File: src/rtl/xor_circular_decoder.sv
// Iterative circular-XOR decoder: strips mask(k) = {k, k, ...} from the encoded word,
// then rotates right one bit per cycle, k times, and presents the result with NZCV flags.
module xor_circular_decoder #(
  parameter int unsigned WIDTH = 4,
  parameter int unsigned KW    = 2
) (
  input  logic             clk,
  input  logic             rst_n,
  input  logic             in_valid,
  output logic             in_ready,
  input  logic [WIDTH-1:0] in_data,
  input  logic [KW-1:0]    in_key,
  output logic             out_valid,
  input  logic             out_ready,
  output logic [WIDTH-1:0] out_data,
  output logic             out_n,
  output logic             out_z,
  output logic             out_c,
  output logic             out_v
);

  localparam int unsigned Reps = WIDTH / KW;

  typedef enum logic [1:0] {StIdle, StUnmask, StRotate, StDone} state_e;

  state_e           state_q, state_d;
  logic [WIDTH-1:0] y_q;
  logic [KW-1:0]    key_q;
  logic [KW-1:0]    cnt_q;
  logic [WIDTH-1:0] w_q;
  logic             c_q;
  logic             out_valid_q;
  logic [WIDTH-1:0] out_data_q;
  logic             out_n_q, out_z_q, out_c_q, out_v_q;
  logic [WIDTH-1:0] mask;

  assign mask      = {Reps{key_q}};
  assign in_ready  = (state_q == StIdle);
  assign out_valid = out_valid_q;
  assign out_data  = out_data_q;
  assign out_n     = out_n_q;
  assign out_z     = out_z_q;
  assign out_c     = out_c_q;
  assign out_v     = out_v_q;

  // State register; reset aborts any word in flight.
  always_ff @(posedge clk or negedge rst_n) begin
    if (!rst_n) begin
      state_q <= StIdle;
    end else begin
      state_q <= state_d;
    end
  end

  // Next-state: UNMASK skips ROTATE for k == 0; ROTATE runs exactly k cycles.
  always_comb begin
    state_d = state_q;
    unique case (state_q)
      StIdle:   if (in_valid) state_d = StUnmask;
      StUnmask: state_d = (cnt_q != '0) ? StRotate : StDone;
      StRotate: if (cnt_q == KW'(1)) state_d = StDone;
      StDone:   if (out_valid_q && out_ready) state_d = StIdle;
      default:  state_d = StIdle;
    endcase
  end

  // Datapath: capture, unmask, rotate, then latch result and flags once in DONE.
  always_ff @(posedge clk or negedge rst_n) begin
    if (!rst_n) begin
      y_q         <= '0;
      key_q       <= '0;
      cnt_q       <= '0;
      w_q         <= '0;
      c_q         <= 1'b0;
      out_valid_q <= 1'b0;
      out_data_q  <= '0;
      out_n_q     <= 1'b0;
      out_z_q     <= 1'b0;
      out_c_q     <= 1'b0;
      out_v_q     <= 1'b0;
    end else begin
      unique case (state_q)
        StIdle: begin
          if (in_valid) begin
            y_q   <= in_data;
            key_q <= in_key;
            cnt_q <= in_key;
            // Cleared here so that k == 0 reports carry 0.
            c_q   <= 1'b0;
          end
        end
        StUnmask: begin
          w_q <= y_q ^ mask;
        end
        StRotate: begin
          w_q   <= {w_q[0], w_q[WIDTH-1:1]};
          c_q   <= w_q[0];
          cnt_q <= cnt_q - KW'(1);
        end
        StDone: begin
          if (!out_valid_q) begin
            out_valid_q <= 1'b1;
            out_data_q  <= w_q;
            out_n_q     <= w_q[WIDTH-1];
            out_z_q     <= (w_q == '0);
            out_c_q     <= c_q;
            out_v_q     <= w_q[WIDTH-1] ^ y_q[WIDTH-1];
          end else if (out_ready) begin
            out_valid_q <= 1'b0;
          end
        end
        default: ;
      endcase
    end
  end

endmodule
File: config.mk
export PLATFORM = sky130hd
export DESIGN_NAME = xor_circular_decoder
export DESIGN_NICKNAME = d
export VERILOG_FILES = /design/src/rtl/xor_circular_decoder.sv
export SDC_FILE = /design/constraint.sdc
export NUM_CORES = 1
export LEC_CHECK = 0
export BUFFER_PORTS_ARGS = -buffer_cell sky130_fd_sc_hd__buf_2
export CAP_MARGIN = 10
export CORE_MARGIN = 4
export CORE_UTILIZATION = 35
export CTS_CLUSTER_DIAMETER = 30
export DETAILED_ROUTE_END_ITERATION = 6
export GPL_ROUTABILITY_DRIVEN = 1
export GPL_TIMING_DRIVEN = 0
export PLACE_DENSITY = 0.57
export SETUP_SLACK_MARGIN = 0.5
export SYNTH_ARGS = -nofsm -noshare
export SYNTH_HDL_FRONTEND = slang
export SYNTH_SLANG_ARGS = --single-unit
File: constraint.sdc
create_clock -name clk -period 1.96 [get_ports clk]
set_input_delay 0.196 -clock clk [delete_from_list [all_inputs] [get_ports clk]]
set_output_delay 0.196 -clock clk [all_outputs]
set_load 0.005 [all_outputs]
Yosys cells after proc, flatten, opt, wreduce, memory -nomap -nowiden
Index checks and enable logic that the tools add are counted.
{"block": "op_classes", "n_addsub": 1, "n_eq_ne": 7, "mux": 12, "bitwise_logic": 3, "n_reduce_logical": 10}
{"cell": "2-to-1 mux 2 bit", "n": 4}
{"cell": "case mux 2 bit (4 select lines)", "n": 1}
{"cell": "case mux 4 bit (2 select lines)", "n": 1}
{"cell": "!= test 2 bit, second input constant", "n": 3}
{"cell": "AND reduction 2 bit", "n": 3}
{"cell": "nonzero test 2 bit", "n": 3}
{"cell": "== test 2 x 1 -> 1 bit, second input constant", "n": 2}
{"cell": "== test 2 bit, second input constant", "n": 2}
{"cell": "logical NOT 4 bit", "n": 1}
{"cell": "2-to-1 mux 1 bit", "n": 4}
{"cell": "case mux 2 bit (2 select lines)", "n": 1}
{"cell": "bitwise XOR 4 bit", "n": 1}
{"cell": "AND reduction 3 bit", "n": 1}
{"cell": "logical NOT 2 bit", "n": 1}
{"cell": "case mux 1 bit (2 select lines)", "n": 1}
{"cell": "subtractor 2 x 1 -> 2 bit, second input constant", "n": 1}
{"cell": "logical AND 1 bit", "n": 1}
{"cell": "inverter 1 bit", "n": 1}
{"cell": "bitwise XOR 1 bit", "n": 1}
{"block": "word_totals", "ff_bits": 24, "input_bits": 10, "wordCells": 45}

Longest topological paths before layout
Gate-level depths: netlist (run 1).
{"block": "logic_depth", "ltp_word": 3, "ltp_mapped": 6}

Least setup slack after synthesis (run 1)
OpenSTA, ideal clock, no wires.
{"block": "synth_path", "path_kind": "register -> register", "startpoint": "register state_q[0]", "endpoint": "register state_q[1]", "t_arrival_ns": 1.471, "t_required_ns": 1.832, "setup_slack_ns": 0.362, "stages_incl_launch_ff": 6, "path_buffers": 0, "period_less_slack_ns": 1.598, "path_cell_list": "dfrtp_1 inv_1 ha_1 and2b_4 a221oi_4 mux2_1"}
{"block": "synth_between", "elab_chain_len": 3, "elab_cells_between_ends": 9}
{"item": "start: declaration", "line": "26", "text": "state_e state_q, state_d;"}
{"item": "start signal: assignment", "line": "49", "text": "state_q <= StIdle;"}
{"item": "start signal: assignment", "line": "51", "text": "state_q <= state_d;"}
{"item": "logical NOT 2 bit *"}
{"item": "via in_ready", "line": "10", "text": "output logic in_ready,"}
{"item": "!= test 2 bit (no source line)"}
{"item": "AND reduction 3 bit (no source line)"}
The timed path passes the listed nets; every way through them passes the cells marked *.
A chain may end at the register's enable or synchronous reset.

Worst setup path after layout (run 1)
{"block": "layout_path", "startpoint": "register state_q[0]", "endpoint": "register state_q[1]"}
{"block": "layout_between", "elab_chain_len": 3, "elab_cells_between_ends": 9}
{"item": "== test 2 bit or logical NOT 2 bit (tied branches)", "line": "58", "text": "unique case (state_q)"}
{"item": "!= test 2 bit (no source line)"}
{"item": "AND reduction 3 bit (no source line)"}
Several ways; a longest one is shown, not always the timed one.

==> summary.md, run 1 <==
| Metric | Value |
|---|---|
| DR iter-0 viols | 34 |
| Total GRT Usage | 11.3% |
| Max-cap violation count | 0 |
| EDFF count, synth | 0 |
| Async SR Flop Fraction | 100% |
| Total number of H-tree levels | 1 |
| WL final | roughly 2.1 mm |
| Filler cells | 310 |
| Synthesized instance count | 97 |
| IO Pins | 20 |
| Largest net degree at the start of global routing | 24 |
| Syn avg cell area | 11.5 µm² |
| Max-slew violations | 0 |
| Worst relative slew slack | 65.9% |
| Final Power | ~2.4 mW |
| Synthesis-stage register bit count | 23 |
| Setup tns final | 0 ns |
| Post-synthesis sequential area ratio | between 50% and 60% |
| ANT cells | 0 |
| CTS Buf Count | 3 |
| Required @ worst endpoint | 2.17 ns |
| Crit path kind | reg -> reg |
| Vias per inst | about 4.7 |
| FP Rows | 20 |
| Core ar. | between 0.003 and 0.004 mm² |
| DR vias | between 800 and 900 |
| Final-report setup violation count | 0 |
| Maximum clock path buffer count | 2 |
| Commonest cells after routing, fill and taps aside | dfrtp_1 (22), buf_2 (19), mux2_2 (11) |
| Fin crit share | 77.2% |
| Startpoint types | flop |
| Vias in the first global route | ~850 |
| First-pass GRT wire length | 3.72 mm |
| Commonest non-fill, non-tap cell in the layout | dfrtp_1 |
| DRT antenna net count | 0 |
| Synth-to-layout area growth | 27.8% |
| Syn Nets | 113 |
| DRC viols | 0 |
| Initial Util | a little over a third |
| Clock transition at path regs | about 0.13 ns |
| Synth cell types | 27 |
| Worst hold-check path type | in -> reg |
| GRT overflow | 0 |
| # nets final | ~150 |
| Clk Latency, worst-skew pair | between 0.3 and 0.4 ns |
| Routed WL per cell | around 12 µm |
| Fin. Hold Viols | 0 |
| Max Fclk | around 0.66 GHz |
| Peak supply drop | roughly 0.55 mV |
| Worst reg2reg endpoint | state_q[1] |
| Least-Margin Pin Slew | a little over 0.5 ns |
| Skew final | approximately 0.0067 ns |
| Die W | 64.5 µm |
| Leakage | 0.694 nW |
| Layout cells sized above 1 | 43.5% |
| Chip Height | ~65 µm |
| R2r startpoint | state_q[0] |
| Flop-to-flop setup slack | roughly 0.45 ns |
| PD cells | around 1700 mW/mm² |
| Hold Crit Start | in_data[3] |
| Die area | roughly 0.0042 mm² |
| Dpl hpwl | about 1.4 mm |
| Hold depth | 2 |
| Hold EP | y_q[3] |
| Main synth FF type | dfrtp_1 |
| CTS tree | done |
| Synth Warn # | 0 |
| CP Capture Type | flop |
| Multi-input gate area | between 500 and 600 µm² |
| Storage element area | between 500 and 600 µm² |
| Reg2Reg Depth | 5 |
| CP max FO | 5 |
| Initial antenna violation count | 0 |
| RSZ-0062 raised after global routing | true |
| Num Clock Sinks | 23 |
| Detailed Routing Iterations Pass 1 | 4 |
| Input/output buffers | 19 |
| Status | finished clean |
| Cell Area, Synth | ~0.0011 mm² |
| Critical Path AT | about 1.7 ns |
| Placer Congestion | between 0.7 and 0.8 |
| Root buffer cell | clkbuf_4 |
| Final min period | ~1.5 ns |
==> repair_timing <==
item / in CTS / in global routing
setup endpoints to repair: 3 / 20
pin swaps: 2 / 2
hold buffers: 1 / 0
resized for setup: 3 / 6
hold endpoints to repair: 23 / 0
buffers inserted: 8 / 2
==> cells by family (layout without fill, tap and decap cells) <==
group,count (synthesis),after routing,synth area share (%)
AO/OA/AOI/OAI,19,19,12.3
XOR/XNOR,5,5,3.92
adder cells (fa/ha/maj),6,6,6.72
buffers and inverters,14,48,5.26
flip-flops,23,23,51.5
multiplexers,13,13,13.0
AND/OR/NAND/NOR,17,17,7.28
==> through the flow <==
| step | hold slack [ns] | instance area (µm²) | instances | utilization (%) | setup WS (ns) |
|---|---|---|---|---|---|
| 6_report | 0.110 | 1430 | 175 | 46.8 | 0.447 |
| 5_1_grt | 0.0743 | 1430 | 175 | 46.8 | 0.392 |
| 4_1_cts | 0.0987 | 1400 | 173 | 45.9 | 0.466 |
| 3_5_place_dp | 0.197 | 1290 | 160 | 42.3 | 0.376 |
| 3_3_place_gp | 0.198 | 1290 | 160 | 42.3 | 0.396 |
| 2_1_floorplan | -0.0996 | 1140 | 97 | - | 0.463 |
==> critical path: stages (launching register included) <==
cell	delay, ns
dfrtp_1	0.42
inv_2	0.09
ha_4	0.18
and2b_4	0.18
a221oi_4	0.21
mux2_4	0.32
==> sequential cells by signal, summed over array words and instances (netlist names), 2 cells and up <==
name	count
cnt_q	2
key_q	2
out_data	4
state_q	2
w_q	4
y_q	4
==> how the worst max path moves through the flow <==
stage / cells past startpoint / slack, ns / startpoint / endpoint
4_1_cts: 5 / 0.47 / state_q[0] / state_q[1]
3_5_place_dp: 5 / 0.38 / state_q[0] / state_q[1]
5_1_grt: 5 / 0.39 / state_q[0] / state_q[1]
2_1_floorplan: 5 / 0.46 / state_q[0] / state_q[1]
3_3_place_gp: 5 / 0.40 / state_q[1] / state_q[1]
6_report: 5 / 0.45 / state_q[0] / state_q[1]
==> cells in the mapped netlist, drive strengths merged (2+ instances only) <==
master,instances,area [µm²]
dfrtp,23,576
mux2,12,135
inv,10,37.5
o21ai,8,40.0
ha,6,75.1
nand2,6,22.5
nor2,5,18.8
o22ai,4,25.0
xor2,4,35.0
buf,3,17.5
o31ai,2,15.0
==> routing by layer <==
layer | GRT usage (%) | vias to the layer above | share of wire, %
li1 | - | 401 | -
met1 | 14.7 | 388 | 47
met2 | 17.8 | 33 | 45
met3 | 2.77 | 6 | 6.1
met4 | 5.28 | 0 | 1.8
met5 | 0 | - | 0
==> cell type report <==
type	instances	share of cell area (%)
inverters	10	2.89
repair buffers	30	12.9
plain buffers	4	2.19
clock inverters	1	0.351
clock buffers	3	1.58
well taps	44	3.86
flip-flops and latches	23	40.4
multi-input cells	60	35.8
==> power by group <==
part | total, mW | leakage, nW | switching [mW] | internal, mW
combinational | 1.32 | 0.396 | 0.582 | 0.735
clock | 0.219 | 0.0177 | 0.143 | 0.0762
sequential | 0.897 | 0.280 | 0.186 | 0.710
Power figures use the tool's default switching activity.
==> inputs of run 2 (changes only) <==
--- a/config.mk
+++ b/config.mk
@@ -13,7 +13,7 @@
 export DETAILED_ROUTE_END_ITERATION = 6
 export GPL_ROUTABILITY_DRIVEN = 1
 export GPL_TIMING_DRIVEN = 0
-export PLACE_DENSITY = 0.57
+export PLACE_DENSITY = 0.59
 export SETUP_SLACK_MARGIN = 0.5
 export SYNTH_ARGS = -nofsm -noshare
 export SYNTH_HDL_FRONTEND = slang
==> constraint.sdc (replaced) <==
create_clock -name clk -period 1.28 [get_ports clk]
set_input_delay 0.128 -clock clk [delete_from_list [all_inputs] [get_ports clk]]
set_output_delay 0.128 -clock clk [all_outputs]
set_load 0.005 [all_outputs]
==> summary.md, run 2 (synthesis results as in run 1) <==
| Metric | Value |
|---|---|
| First-pass GRT wire length | roughly 3.9 mm |
| Layout cells sized above 1 | a little over half |
| Root buffer cell | clkbuf_4 |
| Largest net degree at the start of global routing | 24 |
| CTS Buf Count | 3 |
| Detailed Routing Iterations Pass 1 | 4 |
| Final worst setup slack | -0.218 ns |
| GRT overflow | 0 |
| Post-layout util | 52.2% |
| Worst hold-check path type | in -> reg |
| Place WS | -0.306 ns |
| Routed WL per cell | approximately 13 µm |
| Fin Hold WS | 0.0489 ns |
| Crit path kind | reg -> reg |
| Failing checks | negative setup slack |
| Chip Height | roughly 65 µm |
| Total number of H-tree levels | 1 |
| Core ar. | between 0.003 and 0.004 mm² |
| Crit path max-delay family | flip-flops |
| Max incr delay on CP | around 0.45 ns |
| Commonest non-fill, non-tap cell in the layout | dfrtp_1 |
| CP Cell Sequence | inv_2, ha_4, and2b_4, a221oi_4, mux2_4 |
| Buf/Inv on CP | 1 |
| Commonest cells after routing, fill and taps aside | dfrtp_1 (22), buf_2 (17), buf_4 (11) |
| CP max FO | 4 |
| Least-Margin Pin Slew | roughly 0.32 ns |
| DRT antenna net count | 0 |
| Clk Latency, worst-skew pair | 0.30 ns |
| DRC viols | 0 |
| Leakage | roughly 0.76 nW |
| Num Clock Sinks | 23 |
| Final Power | around 4.5 mW |
| Status | finished, violations left |
| Startpoint types | flop |
| Dpl hpwl | around 1.5 mm |
| Initial antenna violation count | 0 |
| RSZ-0062 raised after global routing | true |
| Skew final | 0.00720 ns |
| Required @ worst endpoint | approximately 1.5 ns |
| Total GRT Usage | a little under an eighth |
| DR vias | roughly 800 |
| IO Pins | 20 |
| WL final | ~2.3 mm |
| Max Fclk | 0.667 GHz |
| Area after DPL | 0.00134 mm² |
| Fin crit share | 117% |
| Placer Congestion | 0.697 |
| Initial Util | between 30 and 40% |
| Max-cap violation count | 0 |
| Vias in the first global route | 824 |
| Peak supply drop | a little under 1 mV |
| Critical Path AT | approximately 1.7 ns |
| CTS tree | done |
| ANT cells | 0 |
| Worst relative slew slack | approximately four fifths |
| Die W | 64.5 µm |
| Input/output buffers | 19 |
| FP Rows | 20 |
| CP Capture Type | flop |
| DR iter-0 viols | 15 |
| Slowest stage cell, crit path | dfrtp_2 |
| Die area | between 0.004 and 0.005 mm² |
| Max-slew violations | 0 |
| Final min period | 1.50 ns |
| Fin. Hold Viols | 0 |
| # nets final | 150 |
| Vias per inst | 4.60 |
| Clock transition at path regs | ~0.13 ns |
| Final-report setup violation count | 20 |
| Synth-to-layout area growth | 42.6% |
| Maximum clock path buffer count | 2 |
| Post-route design area | 0.00159 mm² |
| PD cells | roughly 2800 mW/mm² |
[run 2: routing by layer]
| metal | vias to the layer above | share of wire (%) | global-route usage [%] |
|---|---|---|---|
| li1 | 406 | - | - |
| met4 | 0 | 0.57 | 2.37 |
| met1 | 389 | 47 | 16.1 |
| met3 | 2 | 4.3 | 2.60 |
| met2 | 17 | 48 | 19.8 |
| met5 | - | 0 | 0 |
[run 2: worst paths after layout]
kind | start | to | slack [ns] | cells after the start
max | state_q[1] | state_q[1] | -0.22 | 5
min | in_data[3] | y_q[3] | 0.05 | 2
max reg2reg | state_q[1] | state_q[1] | -0.22 | 5
min reg2reg | out_v | out_v | 0.49 | 2
max in group asynchronous | rst_n | state_q[1] | 0.76 | 2
min in group asynchronous | rst_n | out_c | 0.26 | 2
[run 2: worst register-to-register path, cell delays in order (launching register included)]
cell      delay, ns
dfrtp_2        0.45
inv_2          0.07
ha_4           0.16
and2b_4        0.18
a221oi_4       0.22
mux2_4         0.32
[run 2: final cells by class]
type                            count  area (µm²)
Fill cell                         296        1460
Sequential cell                    23         577
Timing Repair Buffer               32         215
Buffer                              4        47.5
Clock buffer                        4        26.3
Multi-Input combinational cell     60         627
Tap cell                           44        55.1
Inverter                           10        45.0
[run 2: power breakdown]
group          switching (mW)  total (mW)  internal (mW)
registers               0.324        1.41           1.09
logic                    1.20        2.74           1.54
clock network           0.210       0.331          0.121
total                    1.73        4.48           2.75
[run 2: repair_timing]
action	in CTS	in global routing
hold buffers	1	0
endpoints found under the hold margin	23	0
buffers inserted	10	2
pin swaps	8	2
setup endpoints to repair	33	55
resized for setup	18	11
[run 2: metrics by stage]
stage / cells / setup TNS (ns)
2_1_floorplan: 97 / -0.743
3_3_place_gp: 160 / -1.32
3_5_place_dp: 160 / -1.56
4_1_cts: 175 / -1.96
5_1_grt: 177 / -3.50
6_report: 177 / -2.01
==> inputs of run 3 (changes only) <==
--- a/config.mk
+++ b/config.mk
@@ -14,6 +14,7 @@
 export GPL_ROUTABILITY_DRIVEN = 1
 export GPL_TIMING_DRIVEN = 0
 export PLACE_DENSITY = 0.59
+export REMOVE_ABC_BUFFERS = 1
 export SETUP_SLACK_MARGIN = 0.5
 export SYNTH_ARGS = -nofsm -noshare
 export SYNTH_HDL_FRONTEND = slang
==> constraint.sdc (replaced) <==
create_clock -name clk -period 1.28 [get_ports clk]
set_input_delay 0 -clock clk [delete_from_list [all_inputs] [get_ports clk]]
set_output_delay 0 -clock clk [all_outputs]
set_load 0.005 [all_outputs]
==> summary.md, run 3 (synthesis results as in run 1) <==
| Metric | Value |
|---|---|
| # nets final | approximately 160 |
| Detailed Routing Iterations Pass 1 | 4 |
| Chip Height | about 65 µm |
| Max-slew violations | 0 |
| Max Fclk | approximately 0.65 GHz |
| Vias in the first global route | 917 |
| DR iter-0 viols | 20 |
| Hold_buf cts | 6 |
| Total GRT Usage | 13.0% |
| Fin crit share | 119% |
| DRT antenna net count | 0 |
| Commonest non-fill, non-tap cell in the layout | dfrtp_1 |
| Placer Congestion | 0.724 |
| Dpl hpwl | approximately 1.5 mm |
| GRT overflow | 0 |
| Status | finished, violations left |
| Fin Hold WS | -0.0246 ns |
| Slowest stage cell, crit path | dfrtp_1 |
| Place WS | -0.428 ns |
| ANT cells | 0 |
| Skew final | about 0.0010 ns |
| Critical Path AT | approximately 1.7 ns |
| Final min period | between 1.5 and 2 ns |
| CTS tree | done |
| Worst relative slew slack | ~66% |
| RSZ-0062 raised after global routing | true |
| Num Clock Sinks | 23 |
| Total number of H-tree levels | 1 |
| CTS Buf Count | 3 |
| Final worst setup slack | -0.247 ns |
| Post-layout util | roughly 55% |
| Clk Latency, worst-skew pair | a little over 0.3 ns |
| PD cells | 2710 mW/mm² |
| Failing checks | negative hold slack, negative setup slack |
| Initial antenna violation count | 0 |
| Initial Util | 36.6% |
| Required @ worst endpoint | ~1.5 ns |
| WL final | between 2 and 3 mm |
| Max incr delay on CP | 0.42 ns |
| Fin. Hold Viols | 1 |
| Die area | 0.00416 mm² |
| Leakage | ~0.83 nW |
| CP Cell Sequence | inv_2, ha_4, and2b_4, buf_4, buf_6, a221o_1 |
| Startpoint types | flop |
| Largest net degree at the start of global routing | 24 |
| Final-report setup violation count | 20 |
| Maximum clock path buffer count | 2 |
| DR vias | between 900 and 1000 |
| Peak supply drop | ~1.1 mV |
| Least-Margin Pin Slew | between 0.5 and 0.6 ns |
| DRC viols | 0 |
| Vias per inst | ~4.8 |
| Storage element area | about 580 µm² |
| CP max FO | 5 |
| Input/output buffers | 19 |
| Core ar. | between 0.003 and 0.004 mm² |
| Multi-input gate area | about 630 µm² |
| Worst hold-check path type | in -> reg |
| Crit path max-delay family | flip-flops |
| IO Pins | 20 |
| Root buffer cell | clkbuf_4 |
| Commonest cells after routing, fill and taps aside | dfrtp_1 (22), buf_2 (18), buf_4 (16) |
| Filler cells | around 270 |
| FP Rows | 20 |
| Final Power | 4.58 mW |
| Crit path kind | reg -> reg |
| First-pass GRT wire length | roughly 4.3 mm |
| Max-cap violation count | 0 |
| Layout cells sized above 1 | between 50% and 60% |
| Buf/Inv on CP | 3 |
| Die W | 64.5 µm |
| Routed WL per cell | 13.2 µm |
| CP Capture Type | flop |
| Synth-to-layout area growth | 51.4% |
| Clock transition at path regs | around 0.13 ns |
run 3: cell count changes in the layout (fill, tap and decap cells not counted), sizes merged:
cell         previous run  this run
dlygate4sd3             1         6
clkinvlp                0         1
clkinv                  0         1
buf                    33        42
clkbuf                  6         3
nand2b                  1         2
inv                    10         9
run 3: area by class of cell:
cell class / instances / share of cell area [%]
sequential: 23 / 34.1
multi-input combinational: 61 / 37.3
clock buffer: 3 / 1.33
inverter: 10 / 2.44
timing repair buffer: 48 / 21.3
clock inverter: 1 / 0.296
tap: 44 / 3.25
run 3: metal layers:
layer / part of all wire (%) / vias to the layer above / track usage, %
met5: 0 / - / 0
met4: 1.5 / 0 / 6.33
met3: 3.5 / 4 / 1.21
met2: 51 / 20 / 22.4
met1: 44 / 445 / 16.2
li1: - / 435 / -
run 3: worst paths after layout:
kind,start,end,slack [ns],cells past startpoint
max,state_q[0],cnt_q[1],-0.25,6
min,in_key[1],key_q[1],-0.02,3
max reg2reg,state_q[0],cnt_q[1],-0.25,6
min reg2reg,out_z,out_z,0.51,2
max in group asynchronous,rst_n,state_q[1],0.74,2
min in group asynchronous,rst_n,out_v,0.17,2
run 3: report_power, final:
| part | internal [mW] | switching (mW) |
|---|---|---|
| logic | 1.68 | 1.20 |
| registers | 1.09 | 0.275 |
| clock network | 0.117 | 0.230 |
| total | 2.88 | 1.70 |
run 3: repair_timing:
item	CTS	global route
setup buffers	16	7
gates resized for setup	31	20
pin swaps	6	9
gates cloned	0	1
endpoints found under the hold margin	30	1
setup endpoints to repair	33	33
run 3: worst min-delay path: stages:
cell     delay (ns)
buf_2          0.10
nand3_1        0.11
nand2_1        0.06
run 3: metrics by stage:
step,hold WS [ns],setup TNS [ns],cell area (µm²),std cells
final,-0.0246,-1.77,1690,190
after detailed placement,0.00184,-4.97,1250,156
after floorplan,-0.296,-1.68,1100,93
after global placement,0.00225,-4.28,1250,156
after CTS,-0.0112,-1.23,1560,182
after global routing,-0.0248,-3.03,1690,190
